[config.mk]
export PLATFORM = sky130hd
export DESIGN_NAME = instr_fetch_unit
export DESIGN_NICKNAME = d
export VERILOG_FILES = /design/src/rtl/nn_isa_pkg.sv /design/src/rtl/instr_fifo.sv /design/src/rtl/instr_fetch_unit.sv
export SDC_FILE = /design/constraint.sdc
export NUM_CORES = 1
export LEC_CHECK = 0
export ABC_AREA = 1
export ABC_CLOCK_PERIOD_IN_PS = 3100
export BUFFER_PORTS_ARGS = -buffer_cell sky130_fd_sc_hd__buf_2
export CORE_ASPECT_RATIO = 2
export CORE_UTILIZATION = 30
export DETAILED_ROUTE_END_ITERATION = 10
export HOLD_SLACK_MARGIN = 0.06
export PLACE_DENSITY = 0.52
export SLEW_MARGIN = 15
export SYNTH_ARGS = -nofsm -noshare
export SYNTH_HDL_FRONTEND = slang
export SYNTH_HIERARCHICAL = 1
export SYNTH_SLANG_ARGS = --single-unit
[constraint.sdc]
create_clock -name clk -period 3.1 [get_ports clk]
set_input_delay 0.155 -clock clk [delete_from_list [all_inputs] [get_ports clk]]
set_output_delay 0.155 -clock clk [all_outputs]
set_load 0.005 [all_outputs]
[src/rtl/nn_isa_pkg.sv]
// Shared ISA definitions for the fetch unit and control unit: opcodes,
// instruction field widths, fetch FSM encoding and the fetch queue entry.
package nn_isa_pkg;

    localparam int OPC_W  = 4;
    localparam int REG_W  = 4;
    localparam int PC_W   = 8;
    localparam int WORD_W = 16;

    localparam logic [OPC_W-1:0] OPC_NOP  = 4'h0;
    localparam logic [OPC_W-1:0] OPC_ADD  = 4'h1;
    localparam logic [OPC_W-1:0] OPC_MUL  = 4'h2;
    localparam logic [OPC_W-1:0] OPC_SINN = 4'h3;
    localparam logic [OPC_W-1:0] OPC_MAC  = 4'h4;
    localparam logic [OPC_W-1:0] OPC_ADDI = 4'h9;
    localparam logic [OPC_W-1:0] OPC_HALT = 4'hB;
    localparam logic [OPC_W-1:0] OPC_LD   = 4'hE;
    localparam logic [OPC_W-1:0] OPC_ST   = 4'hF;

    typedef enum logic [1:0] {
        ST_IDLE,
        ST_FETCH,
        ST_DRAIN,
        ST_HALTED
    } fetch_state_t;

    // raw_opcode keeps the fetched encoding so HALT is recognised at pop time;
    // opcode is the sanitised value presented downstream.
    typedef struct packed {
        logic [OPC_W-1:0] raw_opcode;
        logic [OPC_W-1:0] opcode;
        logic [REG_W-1:0] rs;
        logic [REG_W-1:0] rt;
        logic [REG_W-1:0] rd_imm;
        logic [PC_W-1:0]  pc;
    } fetch_entry_t;

    localparam int ENTRY_W = $bits(fetch_entry_t);

    function automatic logic opcode_legal(input logic [OPC_W-1:0] op);
        case (op)
            OPC_NOP, OPC_ADD, OPC_MUL, OPC_SINN, OPC_MAC,
            OPC_ADDI, OPC_HALT, OPC_LD, OPC_ST: opcode_legal = 1'b1;
            default:                            opcode_legal = 1'b0;
        endcase
    endfunction

endpackage

[src/rtl/instr_fifo.sv]
// Two-entry FIFO holding fetched instructions between memory and issue.
module instr_fifo #(
    parameter int DATA_W = 28
) (
    input  logic              clk,
    input  logic              reset,
    input  logic              push,
    input  logic              pop,
    input  logic [DATA_W-1:0] wdata,
    output logic [DATA_W-1:0] rdata,
    output logic              full,
    output logic              empty
);

    logic [1:0][DATA_W-1:0] mem_q, mem_d;
    logic                   wr_ptr_q, wr_ptr_d;
    logic                   rd_ptr_q, rd_ptr_d;
    logic [1:0]             count_q, count_d;
    logic                   do_push, do_pop;

    assign full    = (count_q == 2'd2);
    assign empty   = (count_q == 2'd0);
    assign do_push = push && !full;
    assign do_pop  = pop && !empty;
    assign rdata   = mem_q[rd_ptr_q];

    always_comb begin
        mem_d    = mem_q;
        wr_ptr_d = wr_ptr_q;
        rd_ptr_d = rd_ptr_q;
        if (do_push) begin
            mem_d[wr_ptr_q] = wdata;
            wr_ptr_d        = ~wr_ptr_q;
        end
        if (do_pop) begin
            rd_ptr_d = ~rd_ptr_q;
        end
        count_d = count_q + {1'b0, do_push} - {1'b0, do_pop};
    end

    always_ff @(posedge clk or posedge reset) begin
        if (reset) begin
            mem_q    <= '0;
            wr_ptr_q <= 1'b0;
            rd_ptr_q <= 1'b0;
            count_q  <= 2'd0;
        end else begin
            mem_q    <= mem_d;
            wr_ptr_q <= wr_ptr_d;
            rd_ptr_q <= rd_ptr_d;
            count_q  <= count_d;
        end
    end

endmodule

[src/rtl/instr_fetch_unit.sv]
// Instruction fetch: reads words from instruction memory, queues them with
// their pc, and issues them in order until a HALT drains out of the queue.
module instr_fetch_unit
    import nn_isa_pkg::*;
(
    input  logic        clk,
    input  logic        reset,
    input  logic        start,
    input  logic [7:0]  start_pc,
    output logic        imem_req,
    output logic [7:0]  imem_addr,
    input  logic        imem_ack,
    input  logic [15:0] imem_rdata,
    output logic        issue_valid,
    input  logic        issue_ready,
    output logic [3:0]  opcode,
    output logic [3:0]  rs,
    output logic [3:0]  rt,
    output logic [3:0]  rd_imm,
    output logic [7:0]  issue_pc,
    output logic        halted,
    output logic        illegal_err
);

    fetch_state_t   state_q, state_d;
    logic [7:0]     pc_q, pc_d;
    logic           outst_q, outst_d;
    logic           halted_q, halted_d;
    logic           illegal_q, illegal_d;

    logic           fifo_full, fifo_empty;
    logic           transfer, pop;
    logic           word_legal;
    fetch_entry_t   push_entry, head;

    // Request only drops on ack: the FIFO can only fill through a push.
    assign imem_req    = (state_q == ST_FETCH) && (outst_q || !fifo_full);
    assign imem_addr   = pc_q;
    assign transfer    = imem_req && imem_ack;
    assign issue_valid = !fifo_empty;
    assign pop         = issue_valid && issue_ready;
    assign word_legal  = opcode_legal(imem_rdata[15:12]);

    always_comb begin
        push_entry.raw_opcode = imem_rdata[15:12];
        push_entry.opcode     = word_legal ? imem_rdata[15:12] : OPC_NOP;
        push_entry.rs         = imem_rdata[11:8];
        push_entry.rt         = imem_rdata[7:4];
        push_entry.rd_imm     = imem_rdata[3:0];
        push_entry.pc         = pc_q;
    end

    instr_fifo #(.DATA_W(ENTRY_W)) u_fifo (
        .clk   (clk),
        .reset (reset),
        .push  (transfer),
        .pop   (pop),
        .wdata (push_entry),
        .rdata (head),
        .full  (fifo_full),
        .empty (fifo_empty)
    );

    assign opcode      = head.opcode;
    assign rs          = head.rs;
    assign rt          = head.rt;
    assign rd_imm      = head.rd_imm;
    assign issue_pc    = head.pc;
    assign halted      = halted_q;
    assign illegal_err = illegal_q;

    always_comb begin
        state_d   = state_q;
        pc_d      = pc_q;
        outst_d   = 1'b0;
        halted_d  = halted_q;
        illegal_d = illegal_q;
        case (state_q)
            ST_IDLE: begin
                if (start) begin
                    pc_d    = start_pc;
                    state_d = ST_FETCH;
                end
            end
            ST_FETCH: begin
                outst_d = imem_req && !imem_ack;
                if (transfer) begin
                    pc_d = pc_q + 8'd1;
                    if (!word_legal) illegal_d = 1'b1;
                    if (imem_rdata[15:12] == OPC_HALT) state_d = ST_DRAIN;
                end
            end
            ST_DRAIN: begin
                if (pop && head.raw_opcode == OPC_HALT) begin
                    state_d  = ST_HALTED;
                    halted_d = 1'b1;
                end
            end
            ST_HALTED: begin
                if (start) begin
                    halted_d = 1'b0;
                    pc_d     = start_pc;
                    state_d  = ST_FETCH;
                end
            end
            default: state_d = ST_IDLE;
        endcase
    end

    always_ff @(posedge clk or posedge reset) begin
        if (reset) begin
            state_q   <= ST_IDLE;
            pc_q      <= 8'd0;
            outst_q   <= 1'b0;
            halted_q  <= 1'b0;
            illegal_q <= 1'b0;
        end else begin
            state_q   <= state_d;
            pc_q      <= pc_d;
            outst_q   <= outst_d;
            halted_q  <= halted_d;
            illegal_q <= illegal_d;
        end
    end

endmodule

Yosys cells after proc, flatten, opt, wreduce, memory -nomap -nowiden
Memories as Yosys holds them, arrays and structs flattened.
Cells that the tools add are included.
{ "classes": {"addsub": 3, "eq_ne": 11, "muxes": 18, "n_bitwise": 3, "reduce_logical": 21, "n_lt_le_gt_ge": 3} }
{ "op_table": {"columns": ["op", "n"], "rows": [
  ["$mux 28", 3],
  ["$bwmux 56", 1],
  ["$demux 28 s1", 1],
  ["$mux 8", 2],
  ["$pmux 8 s2", 1],
  ["$reduce_and 3->1", 3],
  ["$add 8x1->8 const B", 1],
  ["$eq 4x4->1 const B", 2],
  ["$logic_and 1x1->1", 8],
  ["$mux 2", 4],
  ["$eq 2x2->1 const B", 3],
  ["$ne 2x1->1 const B", 3],
  ["$pmux 2 s3", 1],
  ["$logic_not 2->1", 2],
  ["$lt 1x2->1 const B", 2],
  ["$mux 4", 1],
  ["$ne 2x2->1 const B", 2],
  ["$reduce_and 4->1", 1],
  ["$reduce_bool 2->1", 2],
  ["$logic_not 1->1", 3],
  ["$mux 1", 3],
  ["$not 1->1", 3],
  ["$add 2x1->2", 1],
  ["$eq 2x1->1 const B", 1],
  ["5 further kinds", 5]
]} }
{ "word_totals": {"output_inout_bits": 36, "n_memories": 1, "mem_bits_ro": 16, "input_bits": 29, "register_bits": 73, "wordCells": 70} }
{ "mem_list": {"columns": ["memory", "words", "width", "read_ports", "rd_clocked_by_memory_dff", "write_ports", "line_no", "source"], "rows": [
  ["(name not given)", 16, 1, 1, 0, 0, "nn_isa_pkg.sv:41", "case (op)"]
]} }

Longest topological paths before layout
{ "depth": {"word_depth": 8, "ltp_mapped": 17, "depth_no_buf": 13} }

Hierarchy
Netlist, hierarchy kept.
{ "by_module_without_submodules": {"columns": ["module", "n_inst", "cells_each", "seq_area_each_um2", "area_per_inst_um2"], "rows": [
  ["instr_fifo", 1, 372, 1501.4, 2896.5],
  ["instr_fetch_unit", 1, 148, 325.3, 1002.2]
]} }

Worst setup path after synthesis
Ideal clock, no wire load.
{ "synth_timing": {"path_kind": "register to register", "startpoint": "register u_fifo.count_q[1]", "endpoint": "register u_fifo.count_q[1]", "required_ps": 2984, "slack_ps": 905, "synth_period_minus_slack_ps": 2195, "t_arrival_ps": 2078, "setup_ps": 116, "stages_incl_launch_ff": 16, "path_cell_list": "dfrtp_1 -> nand2_2 -> buf_4 -> buf_4 -> inv_1 -> nand2_1 -> nand2_1 -> nor2_1 -> buf_2 -> buf_4 -> nand2_1 -> ha_1 -> inv_1 -> ha_1 -> nand3_1 -> nand2_1"} }
{ "synth_via": {"elab_chain_cells": 8} }
{ "synth_rtl": {"columns": ["element", "line_no", "source"], "rows": [
  ["from (decl)", "instr_fifo.sv:18", "logic [1:0] count_q, count_d;"],
  ["from (signal assigned)", "instr_fifo.sv:51", "count_q <= count_d;"],
  ["$eq 2x2->1", "instr_fifo.sv:21", "assign full = (count_q == 2'd2);"],
  ["net fifo_full", "instr_fetch_unit.sv:31", "logic fifo_full, fifo_empty;"],
  ["$logic_not 1->1", "instr_fetch_unit.sv:37", "assign imem_req = (state_q == ST_FETCH) && (outst_q || !fifo_full);"],
  ["$logic_or 1x1->1", "instr_fetch_unit.sv:37", null],
  ["$logic_and 1x1->1", "instr_fetch_unit.sv:37", null],
  ["$logic_and 1x1->1", "instr_fetch_unit.sv:39", "assign transfer = imem_req && imem_ack;"],
  ["net transfer", "instr_fetch_unit.sv:32", "logic transfer, pop;"],
  ["$logic_and 1x1->1", "instr_fifo.sv:23", "assign do_push = push && !full;"],
  ["$add 2x1->2", "instr_fifo.sv:38", "count_d = count_q + {1'b0, do_push} - {1'b0, do_pop};"],
  ["$sub 2x1->2", "instr_fifo.sv:38", null],
  ["net u_fifo.count_d[1]", "instr_fifo.sv:18", null]
]} }
The timed path passes the listed nets, and every way through them passes these cells.
A chain may end at the register's enable or synchronous reset.

Worst setup path after layout
{ "layout_timing": {"startpoint": "register state_q[1]", "endpoint": "register u_fifo/mem_q[25] (netlist bit)"} }
{ "layout_via": {"elab_chain_cells": 4} }
{ "layout_rtl": {"columns": ["element", "line_no", "source"], "rows": [
  ["from (decl)", "instr_fetch_unit.sv:25", "fetch_state_t state_q, state_d;"],
  ["from (signal assigned)", "instr_fetch_unit.sv:118", "state_q <= state_d;"],
  ["$eq 2x1->1", "instr_fetch_unit.sv:37", null],
  ["$logic_and 1x1->1", "instr_fetch_unit.sv:37", null],
  ["$logic_and 1x1->1", "instr_fetch_unit.sv:39", null],
  ["net transfer", "instr_fetch_unit.sv:32", null],
  ["$logic_and 1x1->1", "instr_fifo.sv:23", null],
  ["to (signal assigned)", "instr_fifo.sv:48", "mem_q <= mem_d;"],
  ["to (decl)", "instr_fifo.sv:15", "logic [1:0][DATA_W-1:0] mem_q, mem_d;"]
]} }
The timed path passes the listed nets, and every way through them passes these cells.

==> flow_summary_export.csv <==
group,metric,value,unit
synthesis,synth_top_area_share,46.85,%
sta,hold_viol_final,0,
sta,rsz0062_at_grt,"no",
placed_design,dp_cells,704,
synthesis,post_synth.cell_area_avg,7.498,um^2
final_layout,layoutNonFillerInstCount,722,
floorplan,dieArea,13480,um^2
critical_path,cp.required,3320,ps
sta,setup_violations,0,
sta,slew-limit-headroom,54.56,%
synthesis,ys_async_sr_fraction,100.0,%
sta,whs,83.43,ps
sta,period_needed,2367,ps
pwr,ir_worst_vdd,0.5592,mV
global_routing,grt_first_pass_wirelength,17.43,mm
placed_design,dp_hpwl,7.100,mm
sta,fin_crit_sh,76.34,%
floorplan,rows,58,
route,vias_per_cell,4.856,
synthesis,synth_area,3899,um^2
route,antenna_left,0,
sta,maxSlewViolCount,0,
pwr,powerDensity,1099,nW/um^2
global_routing,grt_remaining_overflow,0,
sta,fin_skew,4.742,ps
critical_path,crit_arrival,2580,ps
route,drtPass1Iterations,5,
synthesis,syn_nets,556,
clocking,numCtsBuffers,9,
job,drv_cap,0,
pwr,p_leak,2.570,nW
clocking,cts_sinks,73,
synthesis,netlist_top_cells_count,"nand2_1, dfrtp_1, nand4_1, inv_1, buf_2",
final_layout,nets,603,
synthesis,yosys-top-cells-area,"dfrtp_1, nand2_1, nand4_1",
floorplan,initial_core_util,30.88,%
clocking,cts_resized,0,
sta,worst_slew_pin_slew,680.8,ps
synthesis,synth_edf_count,0,
floorplan,die_w,82.61,um
route,num_vias,3506,
synthesis,ys_types,26,
route,detail_route.wl_per_cell,14.51,um
sta,fmax,422.6,MHz
pwr,p_total,0.005044,W
synthesis,yosys_warnings,6,
outcome,status,"finished, final reports clean",
synthesis,synth.most_common_cell,"nand2_1",
clocking,clock_latency,330,ps
route,drt_wl_total,10.48,mm
clocking,clk_pin_slew,60,ps
clocking,cts_tree,"done",
synthesis,yosys.area.top_type,"dfrtp_1",
final_layout,final_util,36.35,%
clocking,root_buffer,"clkbuf_16",
floorplan,die_y,163.2,um
route,drc,0,
global_routing,grt_start_max_net_pins,60,
synthesis,ys_seq_area_share,46.85,%
final_layout,drive_gt1_share,17.48,%
placed_design,port_buffers,64,
final_layout,synthToLayoutAreaGrowth,17.71,%
clocking,htreeDepth,3,
global_routing,antenna_found_initial,0,
critical_path,critPathKind,"reg2reg",
floorplan,core_area,12630,um^2
hold_path,hold_class,"in2reg",
critical_path,critPathLaunchType,"flip-flop",
synthesis,synth_ff_type,"dfrtp_1",
sta,final.setup.tns,0,ps
route,drt-initial-drc-count,205,
floorplan,io_pins,65,
critical_path,end_kind,"flip-flop",
placed_design,place_congestion,0.7439,
synthesis,synth_cells,520,
global_routing,first_global_vias,3545,
global_routing,grt_util_all_layers,17.28,%
final_layout,antenna-diode-count,0,
synthesis,ys_ff_latch,73,
critical_path,crit_path_max_fanout,19,
clocking,cts.path.max_buffers,2,
[registers in the layout, indices dropped and copies added, names as in the netlist]
| signal | cells |
|---|---|
| u_fifo/count_q | 2 |
| u_fifo/mem_q | 56 |
| u_fifo/rd_ptr_q | 1 |
| u_fifo/wr_ptr_q | 1 |
| halted | 1 |
| illegal_err | 1 |
| imem_addr | 8 |
| state_q | 2 |
| outst_q | 1 |
[cells in the final DEF (no fill, tap or decap)]
master | synthesis | layout
inv_1 | 30 | 29
nor2_2 | 2 | 2
o21ai_2 | 1 | 1
o21ai_0 | 4 | 4
clkbuf_16 | 0 | 9
nand4_1 | 59 | 59
clkinvlp_4 | 0 | 2
inv_2 | 1 | 2
clkinv_2 | 0 | 2
buf_4 | 15 | 9
xnor2_1 | 3 | 3
nor3_4 | 1 | 1
nand3_2 | 1 | 1
dfrtp_1 | 73 | 73
nand3b_1 | 1 | 1
nand2_1 | 263 | 263
ha_1 | 7 | 7
nor2_4 | 0 | 1
a21o_1 | 1 | 1
nand3_1 | 12 | 12
nor2_1 | 14 | 13
dlygate4sd3_1 | 0 | 2
o21bai_1 | 2 | 2
bufinv_16 | 0 | 2
buf_2 | 17 | 64
a21oi_4 | 1 | 1
nand2_2 | 1 | 1
a21oi_1 | 1 | 1
inv_6 | 0 | 1
o21ai_1 | 2 | 2
or2_2 | 1 | 1
[metrics by stage]
step,area [um^2],setup slack (ps)
4_1_cts,4589,713.9
2_1_floorplan,3899,905.1
6_report,4589,733.4
3_5_place_dp,4250,730.2
5_1_grt,4589,445.5
3_3_place_gp,4250,792.9
[final timing paths]
kind	from	end	slack, ps	cells past startpoint
max	state_q[1]	u_fifo/mem_q[25]	730	8
max reg2reg	state_q[1]	u_fifo/mem_q[25]	730	8
min in group asynchronous	reset	u_fifo/mem_q[23]	420	3
min	imem_rdata[10]	u_fifo/mem_q[18]	80	3
max in group asynchronous	reset	u_fifo/mem_q[10]	1770	4
min reg2reg	u_fifo/mem_q[17]	u_fifo/mem_q[17]	470	2
[layer usage]
layer | GRT usage, % | vias up | share of wire [%]
li1 | - | 1751 | -
met1 | 19.87 | 1669 | 41
met2 | 30.20 | 68 | 53
met3 | 3.128 | 18 | 3.3
met4 | 7.680 | 0 | 2.4
met5 | 0 | - | 0
[cell families after synthesis]
family | after synthesis | share of synthesized area, %
fa+ha+maj | 7 | 2.246
buf+inv | 70 | 8.922
simple gates | 355 | 39.19
xor+xnor | 3 | 0.6741
compound gates | 12 | 2.118
flops | 73 | 46.85
[worst max-delay path: stages, from the launching register on]
cell,delay (ps)
dfrtp_1,410
inv_1,100
ha_1,250
nand2_1,150
nor2_4,360
nand3_1,450
buf_4,380
nand2_1,80
nand2_1,50
[where the power goes]
part	total [W]	internal (W)	switching, W
Combinational	0.00224	0.000779	0.00147
Clock	0.00111	0.000704	0.000402
Sequential	0.00169	0.00138	0.000308
[final cells by class]
class,instances,area (um^2)
clock buffer,9,225.2
clock inverter,7,93.84
fill,1385,8038
inverter,31,116.4
multi-input combinational,377,1732
sequential,73,1827
tap,150,187.7
timing repair buffer,75,407.9
[timing repair]
| action | CTS | global route |
|---|---|---|
| hold buffers | 2 | 0 |
| setup endpoints to repair | 0 | 0 |
| buffers inserted | 0 | 0 |
| endpoints found under the hold margin | 37 | 0 |
Power figures use the tool's default switching activity.
